File: config.mk
export PLATFORM = sky130hd
export DESIGN_NAME = rom_arbiter_flat
export DESIGN_NICKNAME = d
export VERILOG_FILES = /design/src/rtl/rom_arb_pkg.sv /design/src/rtl/rom_arbiter_if.sv /design/src/rtl/rom_arb_rr.sv /design/src/rtl/rom_arbiter.sv /design/src/flat_wrapper.sv
export SDC_FILE = /design/constraint.sdc
export NUM_CORES = 1
export LEC_CHECK = 0
export ABC_CLOCK_PERIOD_IN_PS = 2960
export CORE_ASPECT_RATIO = 1.25
export CORE_MARGIN = 2
export CORE_UTILIZATION = 45
export DETAILED_ROUTE_END_ITERATION = 7
export PLACE_DENSITY = 0.87
export SLEW_MARGIN = 20
export SYNTH_ARGS = -nofsm -noshare
export SYNTH_HDL_FRONTEND = slang
export SYNTH_HIERARCHICAL = 1
export SYNTH_SLANG_ARGS = --single-unit
File: constraint.sdc
create_clock -name clk -period 2.96 [get_ports clk]
set_input_delay 0.444 -clock clk [delete_from_list [all_inputs] [get_ports clk]]
set_output_delay 0.444 -clock clk [all_outputs]
set_load 0.02 [all_outputs]
File: src/rtl/rom_arb_pkg.sv
// Shared types for the two-port ROM arbiter: FSM states, bus word types, port count.
package rom_arb_pkg;

  typedef enum logic [1:0] {
    IDLE,
    ISSUE,
    WAIT,
    RESP
  } state_t;

  typedef logic [23:0] addr_t;
  typedef logic [31:0] data_t;

  localparam int NPORT = 2;

endpackage

File: src/rtl/rom_arbiter_if.sv
// Requester-side bus of the ROM arbiter: two level-held request/address pairs and
// their ack/data/error returns. The requester is the master, the arbiter the slave.
interface rom_arbiter_if #(
  parameter int AW = 24,
  parameter int DW = 32
);
  logic          req0;
  logic          req1;
  logic [AW-1:0] addr0;
  logic [AW-1:0] addr1;
  logic          ack0;
  logic          ack1;
  logic [DW-1:0] rdata0;
  logic [DW-1:0] rdata1;
  logic          err0;
  logic          err1;

  modport master (
    output req0, req1, addr0, addr1,
    input  ack0, ack1, rdata0, rdata1, err0, err1
  );

  modport slave (
    input  req0, req1, addr0, addr1,
    output ack0, ack1, rdata0, rdata1, err0, err1
  );
endinterface

File: src/rtl/rom_arb_rr.sv
// Two-way round-robin grant. The pointer names the preferred port when both request;
// it moves to the other port after the served port's response.
module rom_arb_rr
  import rom_arb_pkg::*;
(
  input  logic             clk,
  input  logic             rstn,
  input  logic [NPORT-1:0] req,
  input  logic             advance,
  input  logic             served_id,
  output logic             gnt_id,
  output logic             gnt_vld
);

  logic ptr_q;
  logic ptr_d;

  // Pick the requesting port; on contention the pointer decides.
  always_comb begin
    gnt_vld = |req;
    gnt_id  = (req == 2'b11) ? ptr_q : req[1];
    ptr_d   = advance ? ~served_id : ptr_q;
  end

  // Pointer register, port 0 preferred out of reset.
  always_ff @(posedge clk or negedge rstn) begin
    if (!rstn) ptr_q <= 1'b0;
    else       ptr_q <= ptr_d;
  end

endmodule

File: src/rtl/rom_arbiter.sv
// Shares one Parallel_ROM between two requesters with round-robin grant and one read
// in flight. rom_addr is held for the whole read and keeps its value while idle.
// Optional feature: define ROM_ARBITER_CACHE_EN for a one-entry cache of the last good read.
module rom_arbiter
  import rom_arb_pkg::*;
#(
  parameter int AW        = 24,
  parameter int DW        = 32,
  parameter int GUARD_CYC = 4,
  parameter int TIMEOUT   = 255
) (
  input  logic          clk,
  input  logic          rstn,
  rom_arbiter_if.slave  bus,
  output logic [AW-1:0] rom_addr,
  input  logic [DW-1:0] rom_data,
  input  logic          rom_readyn,
  output logic          busy
);

  localparam int CW = 16;
  localparam logic [CW-1:0] GUARD_LAST = CW'(GUARD_CYC - 1);
  localparam logic [CW-1:0] TOUT_LAST  = CW'(TIMEOUT - 1);

  state_t        state_q, state_d;
  logic          gnt_q, gnt_d;
  logic [CW-1:0] gcnt_q, gcnt_d;
  logic [CW-1:0] tcnt_q, tcnt_d;
  logic          tout_q, tout_d;
  logic [AW-1:0] rom_addr_q, rom_addr_d;
  logic [DW-1:0] rdata0_q, rdata0_d;
  logic [DW-1:0] rdata1_q, rdata1_d;
  logic          ack0_q, ack0_d;
  logic          ack1_q, ack1_d;
  logic          err0_q, err0_d;
  logic          err1_q, err1_d;
  logic          busy_q, busy_d;
  logic          rr_id, rr_vld;
  logic [AW-1:0] req_addr;
`ifdef ROM_ARBITER_CACHE_EN
  logic [AW-1:0] tag_q, tag_d;
  logic [DW-1:0] cdata_q, cdata_d;
  logic          cvld_q, cvld_d;
`endif

  rom_arb_rr u_rr (
    .clk       (clk),
    .rstn      (rstn),
    .req       ({bus.req1, bus.req0}),
    .advance   (state_q == RESP),
    .served_id (gnt_q),
    .gnt_id    (rr_id),
    .gnt_vld   (rr_vld)
  );

  assign req_addr = rr_id ? bus.addr1 : bus.addr0;

  // Next-state logic: grant, guard wait, ROM wait with timeout, then one ack pulse.
  always_comb begin
    state_d    = state_q;
    gnt_d      = gnt_q;
    gcnt_d     = gcnt_q;
    tcnt_d     = tcnt_q;
    tout_d     = tout_q;
    rom_addr_d = rom_addr_q;
    rdata0_d   = rdata0_q;
    rdata1_d   = rdata1_q;
    ack0_d     = 1'b0;
    ack1_d     = 1'b0;
    err0_d     = 1'b0;
    err1_d     = 1'b0;
`ifdef ROM_ARBITER_CACHE_EN
    tag_d      = tag_q;
    cdata_d    = cdata_q;
    cvld_d     = cvld_q;
`endif
    case (state_q)
      IDLE: begin
        if (rr_vld) begin
          gnt_d  = rr_id;
          tout_d = 1'b0;
`ifdef ROM_ARBITER_CACHE_EN
          if (cvld_q && (tag_q == req_addr)) begin
            if (rr_id) rdata1_d = cdata_q;
            else       rdata0_d = cdata_q;
            state_d = RESP;
          end else begin
            rom_addr_d = req_addr;
            gcnt_d     = '0;
            state_d    = ISSUE;
          end
`else
          rom_addr_d = req_addr;
          gcnt_d     = '0;
          state_d    = ISSUE;
`endif
        end
      end
      ISSUE: begin
        if (gcnt_q >= GUARD_LAST) begin
          tcnt_d  = '0;
          state_d = WAIT;
        end else if (gcnt_q != '1) begin
          gcnt_d = gcnt_q + 1'b1;
        end
      end
      WAIT: begin
        if (!rom_readyn) begin
          if (gnt_q) rdata1_d = rom_data;
          else       rdata0_d = rom_data;
`ifdef ROM_ARBITER_CACHE_EN
          tag_d   = rom_addr_q;
          cdata_d = rom_data;
          cvld_d  = 1'b1;
`endif
          state_d = RESP;
        end else if ((TIMEOUT != 0) && (tcnt_q >= TOUT_LAST)) begin
          if (gnt_q) rdata1_d = '0;
          else       rdata0_d = '0;
          tout_d  = 1'b1;
          state_d = RESP;
        end else if (tcnt_q != '1) begin
          tcnt_d = tcnt_q + 1'b1;
        end
      end
      RESP: begin
        if (gnt_q) begin
          ack1_d = 1'b1;
          err1_d = tout_q;
        end else begin
          ack0_d = 1'b1;
          err0_d = tout_q;
        end
        state_d = IDLE;
      end
      default: state_d = IDLE;
    endcase
    busy_d = (state_d != IDLE);
  end

  // State and output registers; reset abandons any read without an ack.
  always_ff @(posedge clk or negedge rstn) begin
    if (!rstn) begin
      state_q    <= IDLE;
      gnt_q      <= 1'b0;
      gcnt_q     <= '0;
      tcnt_q     <= '0;
      tout_q     <= 1'b0;
      rom_addr_q <= '0;
      rdata0_q   <= '0;
      rdata1_q   <= '0;
      ack0_q     <= 1'b0;
      ack1_q     <= 1'b0;
      err0_q     <= 1'b0;
      err1_q     <= 1'b0;
      busy_q     <= 1'b0;
`ifdef ROM_ARBITER_CACHE_EN
      tag_q      <= '0;
      cdata_q    <= '0;
      cvld_q     <= 1'b0;
`endif
    end else begin
      state_q    <= state_d;
      gnt_q      <= gnt_d;
      gcnt_q     <= gcnt_d;
      tcnt_q     <= tcnt_d;
      tout_q     <= tout_d;
      rom_addr_q <= rom_addr_d;
      rdata0_q   <= rdata0_d;
      rdata1_q   <= rdata1_d;
      ack0_q     <= ack0_d;
      ack1_q     <= ack1_d;
      err0_q     <= err0_d;
      err1_q     <= err1_d;
      busy_q     <= busy_d;
`ifdef ROM_ARBITER_CACHE_EN
      tag_q      <= tag_d;
      cdata_q    <= cdata_d;
      cvld_q     <= cvld_d;
`endif
    end
  end

  assign rom_addr   = rom_addr_q;
  assign busy       = busy_q;
  assign bus.ack0   = ack0_q;
  assign bus.ack1   = ack1_q;
  assign bus.rdata0 = rdata0_q;
  assign bus.rdata1 = rdata1_q;
  assign bus.err0   = err0_q;
  assign bus.err1   = err1_q;

endmodule
File: src/flat_wrapper.sv
// flat-port wrapper written by rule: the top's interface ports become plain ports
module rom_arbiter_flat import rom_arb_pkg::*;
#(
  parameter int AW        = 24,
  parameter int DW        = 32,
  parameter int GUARD_CYC = 4,
  parameter int TIMEOUT   = 255
)
  (clk, rstn, rom_addr, rom_data, rom_readyn, busy, bus_req0, bus_req1, bus_addr0, bus_addr1, bus_ack0, bus_ack1, bus_rdata0, bus_rdata1, bus_err0, bus_err1);
  rom_arbiter_if #(.AW(AW), .DW(DW)) bus_i ();
  input  logic clk;
  input  logic rstn;
  output logic [AW-1:0] rom_addr;
  input  logic [DW-1:0] rom_data;
  input  logic rom_readyn;
  output logic busy;
  input wire logic [$bits(bus_i.req0)-1:0] bus_req0;
  input wire logic [$bits(bus_i.req1)-1:0] bus_req1;
  input wire logic [$bits(bus_i.addr0)-1:0] bus_addr0;
  input wire logic [$bits(bus_i.addr1)-1:0] bus_addr1;
  output wire logic [$bits(bus_i.ack0)-1:0] bus_ack0;
  output wire logic [$bits(bus_i.ack1)-1:0] bus_ack1;
  output wire logic [$bits(bus_i.rdata0)-1:0] bus_rdata0;
  output wire logic [$bits(bus_i.rdata1)-1:0] bus_rdata1;
  output wire logic [$bits(bus_i.err0)-1:0] bus_err0;
  output wire logic [$bits(bus_i.err1)-1:0] bus_err1;
  assign bus_i.req0 = bus_req0;
  assign bus_i.req1 = bus_req1;
  assign bus_i.addr0 = bus_addr0;
  assign bus_i.addr1 = bus_addr1;
  assign bus_ack0 = bus_i.ack0;
  assign bus_ack1 = bus_i.ack1;
  assign bus_rdata0 = bus_i.rdata0;
  assign bus_rdata1 = bus_i.rdata1;
  assign bus_err0 = bus_i.err0;
  assign bus_err1 = bus_i.err1;
  rom_arbiter #(.AW(AW), .DW(DW), .GUARD_CYC(GUARD_CYC), .TIMEOUT(TIMEOUT)) u_core (.clk(clk), .rstn(rstn), .bus(bus_i), .rom_addr(rom_addr), .rom_data(rom_data), .rom_readyn(rom_readyn), .busy(busy));
endmodule
; ---- After elaboration in Yosys (flattened, before gate mapping)
; Index checks and enable logic that the tools add are counted.
; W data, S select, Z words.
[op_classes]
bitwise = 1
shift = 0
n_addsub = 2
reduce_logical = 13
n_div = 0
n_lt_le_gt_ge = 2
n_eq_ne = 18
mux = 36
multipliers = 0
[op_table]
columns = cell, count
row1 = $mux W32, 8
row2 = $mux W16, 7
row3 = $pmux W16 S2, 2
row4 = $add A16 B1 Y16 const B, 2
row5 = $ne A16 B16 Y1 const B, 2
row6 = $mux W24, 1
row7 = $ge A16 B2 Y1 const B, 1
row8 = $ge A16 B8 Y1 const B, 1
row9 = $reduce_and A4 Y1, 4
row10 = $ne A2 B1 Y1 const B, 7
row11 = $mux W1, 12
row12 = $ne A2 B2 Y1 const B, 5
row13 = $reduce_bool A2 Y1, 5
row14 = $mux W2, 4
row15 = $pmux W2 S4, 1
row16 = $eq A2 B2 Y1 const B, 3
row17 = $reduce_and A5 Y1, 1
row18 = $eq A2 B1 Y1 const B, 1
row19 = $logic_not A2 Y1, 1
row20 = $pmux W1 S2, 1
row21 = $reduce_and A2 Y1, 1
row22 = $reduce_or A2 Y1, 1
row23 = $not A1 Y1, 1
[totals]
ram_bits = 0
mem_count = 0
latch_bits = 0
out_inout_bits = 93
rom_bits = 0
register_bits = 130

; ---- Logic depth before layout (Yosys ltp)
; Gate-level depths: netlist of run 1.
[logic_depth]
depth_word = 5
depth_mapped = 8
depth_no_buf = 7

; ---- Modules after synthesis
; Netlist of run 1, hierarchy kept.
[by_module_without_submodules]
columns = module, instances, area_per_inst_um2, cells_per_inst
row1 = rom_arbiter, 1, 4951.0, 388
row2 = rom_arb_rr, 1, 51.3, 6

; ---- Worst setup path after synthesis of run 1
; OpenSTA, ideal clock, no wires.
[synth_timing]
path_type = flip-flop to flip-flop
startpoint = register u_core.tcnt_q[0]
endpoint = register u_core.tcnt_q[5]
synth_period_minus_slack_ns = 2.049
stages_incl_launch_ff = 9
n_path_buf = 1
arrival_ns = 1.971
setup_slack_ns = 0.911
cell_sequence = dfrtp_1 > inv_1 > ha_1 > o211ai_1 > nor2_1 > or3_1 > buf_2 > or4_1 > a21oi_1
[synth_between]
elab_chain_len = 5
elab_cells_between_ends = 10
[synth_lines]
columns = item, line_no
row1 = "start, declared", rom_arbiter.sv:28  ; logic [CW-1:0] tcnt_q, tcnt_d;
row2 = "start signal, assigned", rom_arbiter.sv:166  ; tcnt_q <= tcnt_d;
row3 = $add A16 B1 Y16, rom_arbiter.sv:123  ; tcnt_d = tcnt_q + 1'b1;
row4 = $mux W16, rom_arbiter.sv:122  ; end else if (tcnt_q != '1) begin
row5 = $mux W16, rom_arbiter.sv:117  ; end else if ((TIMEOUT != 0) && (tcnt_q >= TOUT_LAST)) begin
row6 = $mux W16, rom_arbiter.sv:108  ; if (!rom_readyn) begin
row7 = $pmux W16 S2, rom_arbiter.sv:77  ; case (state_q)
; Several ways; a longest one is shown, not always the timed one. The select of a mux whose other input is x is not followed.
; A chain may end at the register's enable or synchronous reset.

; ---- Final worst setup path of run 1
; Ends and elaborated chain as after synthesis.

==> results of run 1 <==
[layer usage]
layer	global-route usage, %	share of wire, %	vias up
met3	8.26	5.8	31
met5	0	0	-
li1	-	-	1777
met2	39.2	55	133
met1	25.5	37	1975
met4	10.5	2.7	0
[kinds of logic (layout without fill, tap and decap cells)]
group | after synthesis | in the layout | synth area share (%)
AOI/OAI and AO/OA | 104 | 104 | 15.8
xor gates and xnor gates | 3 | 3 | 0.525
adders and majority gates | 3 | 3 | 0.750
buffers and inverters | 28 | 220 | 2.13
DFF | 130 | 130 | 65.0
muxes | 26 | 26 | 5.25
and+or+nand+nor | 100 | 100 | 10.5
[synth_stat cells (all sizes together)]
cell type  number  share of area, %
inv             3              0.23
and2b           1              0.15
and3            2              0.25
nor2b          22               2.8
dfrtp         130                65
nand3b          2              0.30
nand4           3              0.38
ha              3              0.75
a21oi          27               2.7
a21o            2              0.30
o31ai           1              0.15
nand2b          2              0.25
a22o           64                11
a21boi          1              0.15
nor3b           2              0.30
mux2i          24               4.8
or2             2              0.25
and3b           1              0.18
or4             1              0.15
nor4            7               1.1
buf             5              0.40
nor2           38               2.9
nand3           3              0.30
nand2           8              0.60
mux2            2              0.45
xnor2           3              0.53
nor3            3              0.30
and2            1              0.13
a41oi           1              0.18
o21ba           2              0.40
or3             2              0.25
a211o           1              0.18
o211ai          1              0.15
clkbuf         20               1.5
o21ai           4              0.40
[where the power goes]
group          leakage [nW]  switching, mW  internal, mW
Sequential             1.64          0.407          2.42
Combinational          1.51           1.64          1.61
Clock                 0.303          0.769          1.37
Total                  3.46           2.82          5.40
[area by class of cell]
cell class,instances,area [um^2],area share [%]
sequential,130,3250,43.1
timing repair buffer,185,1840,24.4
tap,135,169,2.24
clock inverter,13,158,2.09
clock buffer,19,453,6.00
inverter,3,11.3,0.149
multi-input combinational,236,1660,22.0
[worst min path at each step]
| stage | startpoint | to | slack [ns] |
|---|---|---|---|
| after floorplan | rstn | u_core/bus.ack0$_DFF_PN0_ | 0.15 |
| after global placement | u_core/bus.rdata0[1]$_DFFE_PN0P_ | u_core/bus.rdata0[1]$_DFFE_PN0P_ | 0.48 |
| after detailed placement | u_core/bus.rdata1[14]$_DFFE_PN0P_ | u_core/bus.rdata1[14]$_DFFE_PN0P_ | 0.48 |
| after CTS | rstn | u_core/rom_addr[0]$_DFFE_PN0P_ | 0.1 |
| after global routing | rstn | u_core/rom_addr[1]$_DFFE_PN0P_ | 0.13 |
| final | rstn | u_core/rom_addr[1]$_DFFE_PN0P_ | 0.08 |
[sequential cells by signal (all words and copies together), names as in the netlist]
signal	count
u_core/tout_q	1
u_core/gnt_q	1
u_core/bus.rdata0	32
u_core/bus.err0	1
u_core/gcnt_q	16
u_core/bus.rdata1	32
u_core/tcnt_q	16
u_core/bus.ack1	1
u_core/state_q	2
u_core/bus.ack0	1
u_core/rom_addr	24
u_core/u_rr/ptr_q	1
u_core/busy	1
u_core/bus.err1	1
[worst register-to-register path: stages (launching register included)]
cell,delay (ns)
dfrtp_1,0.44
inv_1,0.08
ha_1,0.19
o211ai_1,0.16
nor2_1,0.12
or3_1,0.52
or4_1,0.51
a21oi_1,0.17
[cell usage in the layout, fill, tap and decap left out, types with 3 or more instances in the layout]
cell type / n
a21oi_1: 27
dfrtp_1: 130
clkdlybuf4s50_1: 176
nor2b_1: 22
nor3_1: 3
o21ai_0: 4
nor2_1: 36
mux2i_1: 24
nand4_1: 3
nand2_1: 8
clkbuf_16: 17
xnor2_1: 3
buf_4: 8
nand3_1: 3
bufinv_16: 3
a22o_1: 64
clkinv_2: 5
inv_1: 3
nor4_1: 5
ha_1: 3
[metrics by stage]
step | instances | total power, mW | hold WS (ns) | util [%] | cell area [um^2]
2_1_floorplan | 394 | 4.41 | 0.148 | - | 5000
3_3_place_gp | 689 | 5.97 | 0.481 | 63.2 | 6940
3_5_place_dp | 689 | 6.08 | 0.480 | 63.2 | 6940
4_1_cts | 721 | 8.28 | 0.0998 | 68.8 | 7550
5_1_grt | 721 | 8.61 | 0.130 | 68.8 | 7550
6_report | 721 | 8.22 | 0.0780 | 68.8 | 7550
==> results.toml, run 1 <==
[timing]
setup_violations = 0
final.min_clock_period_ns = 2.27
worst_slack_ns = 0.693
slew_violations = 0
finClkSkew_ns = 0.00750
setup_tns_ns = 0
period_share_pct = 76.6
relSlewSlack_pct = 52.0
timing.fmax_mhz = 441
hold_viol = 0
rsz0062_at_grt = "no"
worst_slew_pin_slew_ns = 0.720

[global_routing]
grt_pass1_wl_um = 21200
grt_pass1_vias = 4302
antenna_found_initial = 0
grt_use_total_pct = 22.9
grt_max_degree = 77
grt_overflow = 0

[worst_setup_path]
crit_buf_inv = 1
r2r_start = "u_core/tcnt_q[0]$_DFFE_PN0P_"
reg2reg_slack_ns = 0.69
path_class = "flip-flop to flip-flop"
critical_path.top_delay_family = "simple AND/OR/NAND/NOR gates"
path_depth = 7
r2r_end = "u_core/tcnt_q[5]$_DFFE_PN0P_"
path_cells = "inv_1, ha_1, o211ai_1, nor2_1, or3_1, or4_1, a21oi_1"
rr_worst_depth = 7
arrival_ns = 2.59
slowest_delay_ns = 0.52
crit_start = "u_core/tcnt_q[0]$_DFFE_PN0P_"
cp_data_required_time_ns = 3.29
crit_end = "u_core/tcnt_q[5]$_DFFE_PN0P_"
slowest_stage = "or3_1"
crit_fanout = 9
start_kind = "flip-flop"
cp-end-kind = "flip-flop"

[synth]
avgSynthCellArea_um2 = 12.7
yosys_warnings = 6
ys_types = 38
synth_cells = 394
synth_seq_cells = 130
synth_area_mm2 = 0.00500
synthesis.nets = 482
yosysSeqAreaShare_pct = 65.0

[route]
drtIter0Drc = 225
postRouteAntennaNets = 0
viasPerCell = 5.43
routedWlPerCell_um = 18.3
wirelength_um = 13200
via_count = 3916
drc_errors = 0
first_pass_iters = 4

[job]
drv_cap = 0

[place]
gp_congestion = 0.805
port_buffers = 177
pre_cts_ws_ns = 0.578
dp_hpwl_um = 8900

[clock_tree]
holdBufCountCts = 0
clkSinkCount = 130
cts_setup_buffers = 0
cts_tree = "yes"
cts_resized = 0
clk_path_buf_depth = 2
cts_root_buf = "clkbuf_16"
cts_buffers = 17
htree_levels = 4
worstSkewPairLatency_ns = 0.42
clkTransAtPathRegs_ns = 0.06

[die]
dieArea_mm2 = 0.0120
fp.dieH_um = 122
core_mm2 = 0.0110
die-width_um = 98.3
start_util_pct = 45.6
num_rows = 43
io_pins = 178

[power]
power_density_mw_per_mm2 = 1090
vdd_drop_max_uv = 696
p_leak_nw = 3.46

[worst_hold_path]
worst_hold_path_type = "input port to async pin"

[run_status]
outcome = "finished clean"

[final_layout]
n_antenna_cell = 0
drive_gt1_share_pct = 8.87
fillers = 804
syn_to_final_growth_pct = 50.9
nets = 661
No activity file was read; power rests on OpenSTA's default activity.
==> run 2, diff against run 1 <==
--- a/config.mk
+++ b/config.mk
@@ -5,7 +5,7 @@
 export SDC_FILE = /design/constraint.sdc
 export NUM_CORES = 1
 export LEC_CHECK = 0
-export ABC_CLOCK_PERIOD_IN_PS = 2960
+export ABC_CLOCK_PERIOD_IN_PS = 2100
 export CORE_ASPECT_RATIO = 1.25
 export CORE_MARGIN = 2
 export CORE_UTILIZATION = 45
==> constraint.sdc (replaced) <==
create_clock -name clk -period 2.1 [get_ports clk]
set_input_delay 0.315 -clock clk [delete_from_list [all_inputs] [get_ports clk]]
set_output_delay 0.315 -clock clk [all_outputs]
set_load 0.02 [all_outputs]
==> run 2 against run 1 <==
Setup slack worse by 0.53 ns; clock-buffer cell count increased by 5; the flow now finishes with violations (negative hold slack); first-iteration DRC count increased by 29%; highest routed layer unchanged; largest cell class unchanged; via count grew 1.1%; design area increased by 2.1%.
==> results.toml, run 2 (synthesized netlist as in run 1, its figures left out) <==
[run_status]
outcome = "complete, but fails checks"
violations = "negative hold slack"

[final_layout]
drive_gt1_share_pct = 10.4
nets = 675
final_common_cell = "clkdlybuf4s50_1"
mostFrequentLayoutCells = "clkdlybuf4s50_1 (176), dfrtp_1 (130), a22o_1 (64)"
fillers = 793
syn_to_final_growth_pct = 54.1
fin_util_pct = 70.2
n_antenna_cell = 0

[timing]
timing.hold.ws_ns = -0.0309
timing.fmax_mhz = 515
relSlewSlack_pct = 49.2
hold_viol = 11
setup_violations = 0
period_share_pct = 92.4
setup_tns_ns = 0
final.min_clock_period_ns = 1.94
slew_violations = 0
worst_slew_pin_slew_ns = 0.760
finClkSkew_ns = 0.00609
rsz0062_at_grt = "no"

[worst_setup_path]
arrival_ns = 2.27
start_kind = "flip-flop"
cp_data_required_time_ns = 2.43
r2r_start = "u_core/tcnt_q[0]$_DFFE_PN0P_"
crit_start = "u_core/tcnt_q[0]$_DFFE_PN0P_"
rr_worst_depth = 7
reg2reg_slack_ns = 0.16
cp-end-kind = "flip-flop"
path_class = "flip-flop to flip-flop"
r2r_end = "u_core/tcnt_q[5]$_DFFE_PN0P_"
crit_fanout = 5

[route]
wirelength_um = 13700
postRouteAntennaNets = 0
first_pass_iters = 4
route.met2.wl_um = 7440
drc_errors = 0
top_layer = "met4"
via_count = 3960
routedWlPerCell_um = 18.7
drtIter0Drc = 291
wl_met1_um = 5280
wl_met3_um = 657
viasPerCell = 5.41

[die]
io_pins = 178
fp.dieH_um = 122
core_mm2 = 0.0110
die-width_um = 98.3
dieArea_mm2 = 0.0120
start_util_pct = 45.6
num_rows = 43

[clock_tree]
clk_path_buf_depth = 2
htree_levels = 4
cts_tree = "yes"
cts_root_buf = "clkbuf_16"
clkTransAtPathRegs_ns = 0.05
clkSinkCount = 130
cts_buffers = 17
worstSkewPairLatency_ns = 0.40

[global_routing]
grt_pass1_wl_um = 21900
grt_max_degree = 131
grt_pass1_vias = 4245
antenna_found_initial = 0
grt_overflow = 0
grt_use_total_pct = 23.7

[place]
gp_congestion = 0.787
port_buffers = 177
dp_hpwl_um = 9240

[power]
power_density_mw_per_mm2 = 1530
p_leak_nw = 3.55
vdd_drop_max_uv = 869

[worst_hold_path]
worst_hold_path_type = "input port to async pin"

[job]
drv_cap = 0
## run 2: changes by cell type in the layout (fill, tap and decap cells not counted), moves of 2 or more
| cell | previous run | this run |
|---|---|---|
| buf_12 | 1 | 5 |
| buf_4 | 8 | 18 |
| clkbuf_1 | 0 | 2 |
| clkbuf_8 | 2 | 5 |
| clkinv_2 | 5 | 2 |
| clkinv_4 | 2 | 0 |
| inv_6 | 2 | 0 |
## run 2: stage by stage
| step | instances | worst slack (ns) | cell area [um^2] | total power, mW |
|---|---|---|---|---|
| after global placement | 703 | -0.170 | 7090 | 8.60 |
| after detailed placement | 703 | -0.0923 | 7100 | 8.76 |
| after global routing | 732 | 0.0360 | 7710 | 12.3 |
| final | 732 | 0.159 | 7710 | 11.8 |
| after CTS | 732 | 0.108 | 7700 | 11.8 |
| after floorplan | 394 | 0.0511 | 5000 | 6.21 |
## run 2: worst max-delay path by stage
stage | end | slack (ns) | cells after the start
floorplan | u_core/tcnt_q[5]$_DFFE_PN0P_ | 0.05 | 8
CTS | u_core/tcnt_q[5]$_DFFE_PN0P_ | 0.11 | 7
global route | u_core/tcnt_q[5]$_DFFE_PN0P_ | 0.04 | 7
detailed placement | u_core/tcnt_q[5]$_DFFE_PN0P_ | -0.09 | 6
finish | u_core/tcnt_q[5]$_DFFE_PN0P_ | 0.16 | 7
global placement | u_core/bus.rdata1[10]$_DFFE_PN0P_ | -0.17 | 4
## run 2: metal layers
| metal | vias up | GRT usage (%) |
|---|---|---|
| li1 | 1801 | - |
| met1 | 2000 | 27.3 |
| met2 | 132 | 41.3 |
| met3 | 27 | 6.20 |
| met4 | 0 | 11.2 |
| met5 | - | 0 |
## run 2: layout make-up
class / count / area (um^2) / share of cell area (%)
multi-input combinational: 236 / 1670 / 21.7
tap: 135 / 169 / 2.19
timing repair buffer: 199 / 2000 / 25.9
clock buffer: 24 / 502 / 6.51
sequential: 130 / 3250 / 42.2
inverter: 3 / 11.3 / 0.146
clock inverter: 5 / 100 / 1.30
## run 2: worst max-delay path, cell delays in order, from the launching register on
cell      delay (ns)
dfrtp_1         0.35
inv_1           0.05
ha_1            0.19
o211ai_1        0.17
nor2_1          0.08
or3_4           0.41
or4_1           0.47
a21oi_1         0.15
## run 2: what timing repair did
action                     in CTS  in global routing
setup endpoints to repair       0                  1
buffers inserted                0                  0
hold buffers                    0                  0
resized for setup               0                  1
## run 2: power by group
part | leakage [nW] | total, mW | internal, mW | switching [mW]
combinational | 1.61 | 4.82 | 2.42 | 2.40
clock | 0.298 | 2.99 | 2.00 | 0.988
sequential | 1.64 | 3.95 | 3.41 | 0.543
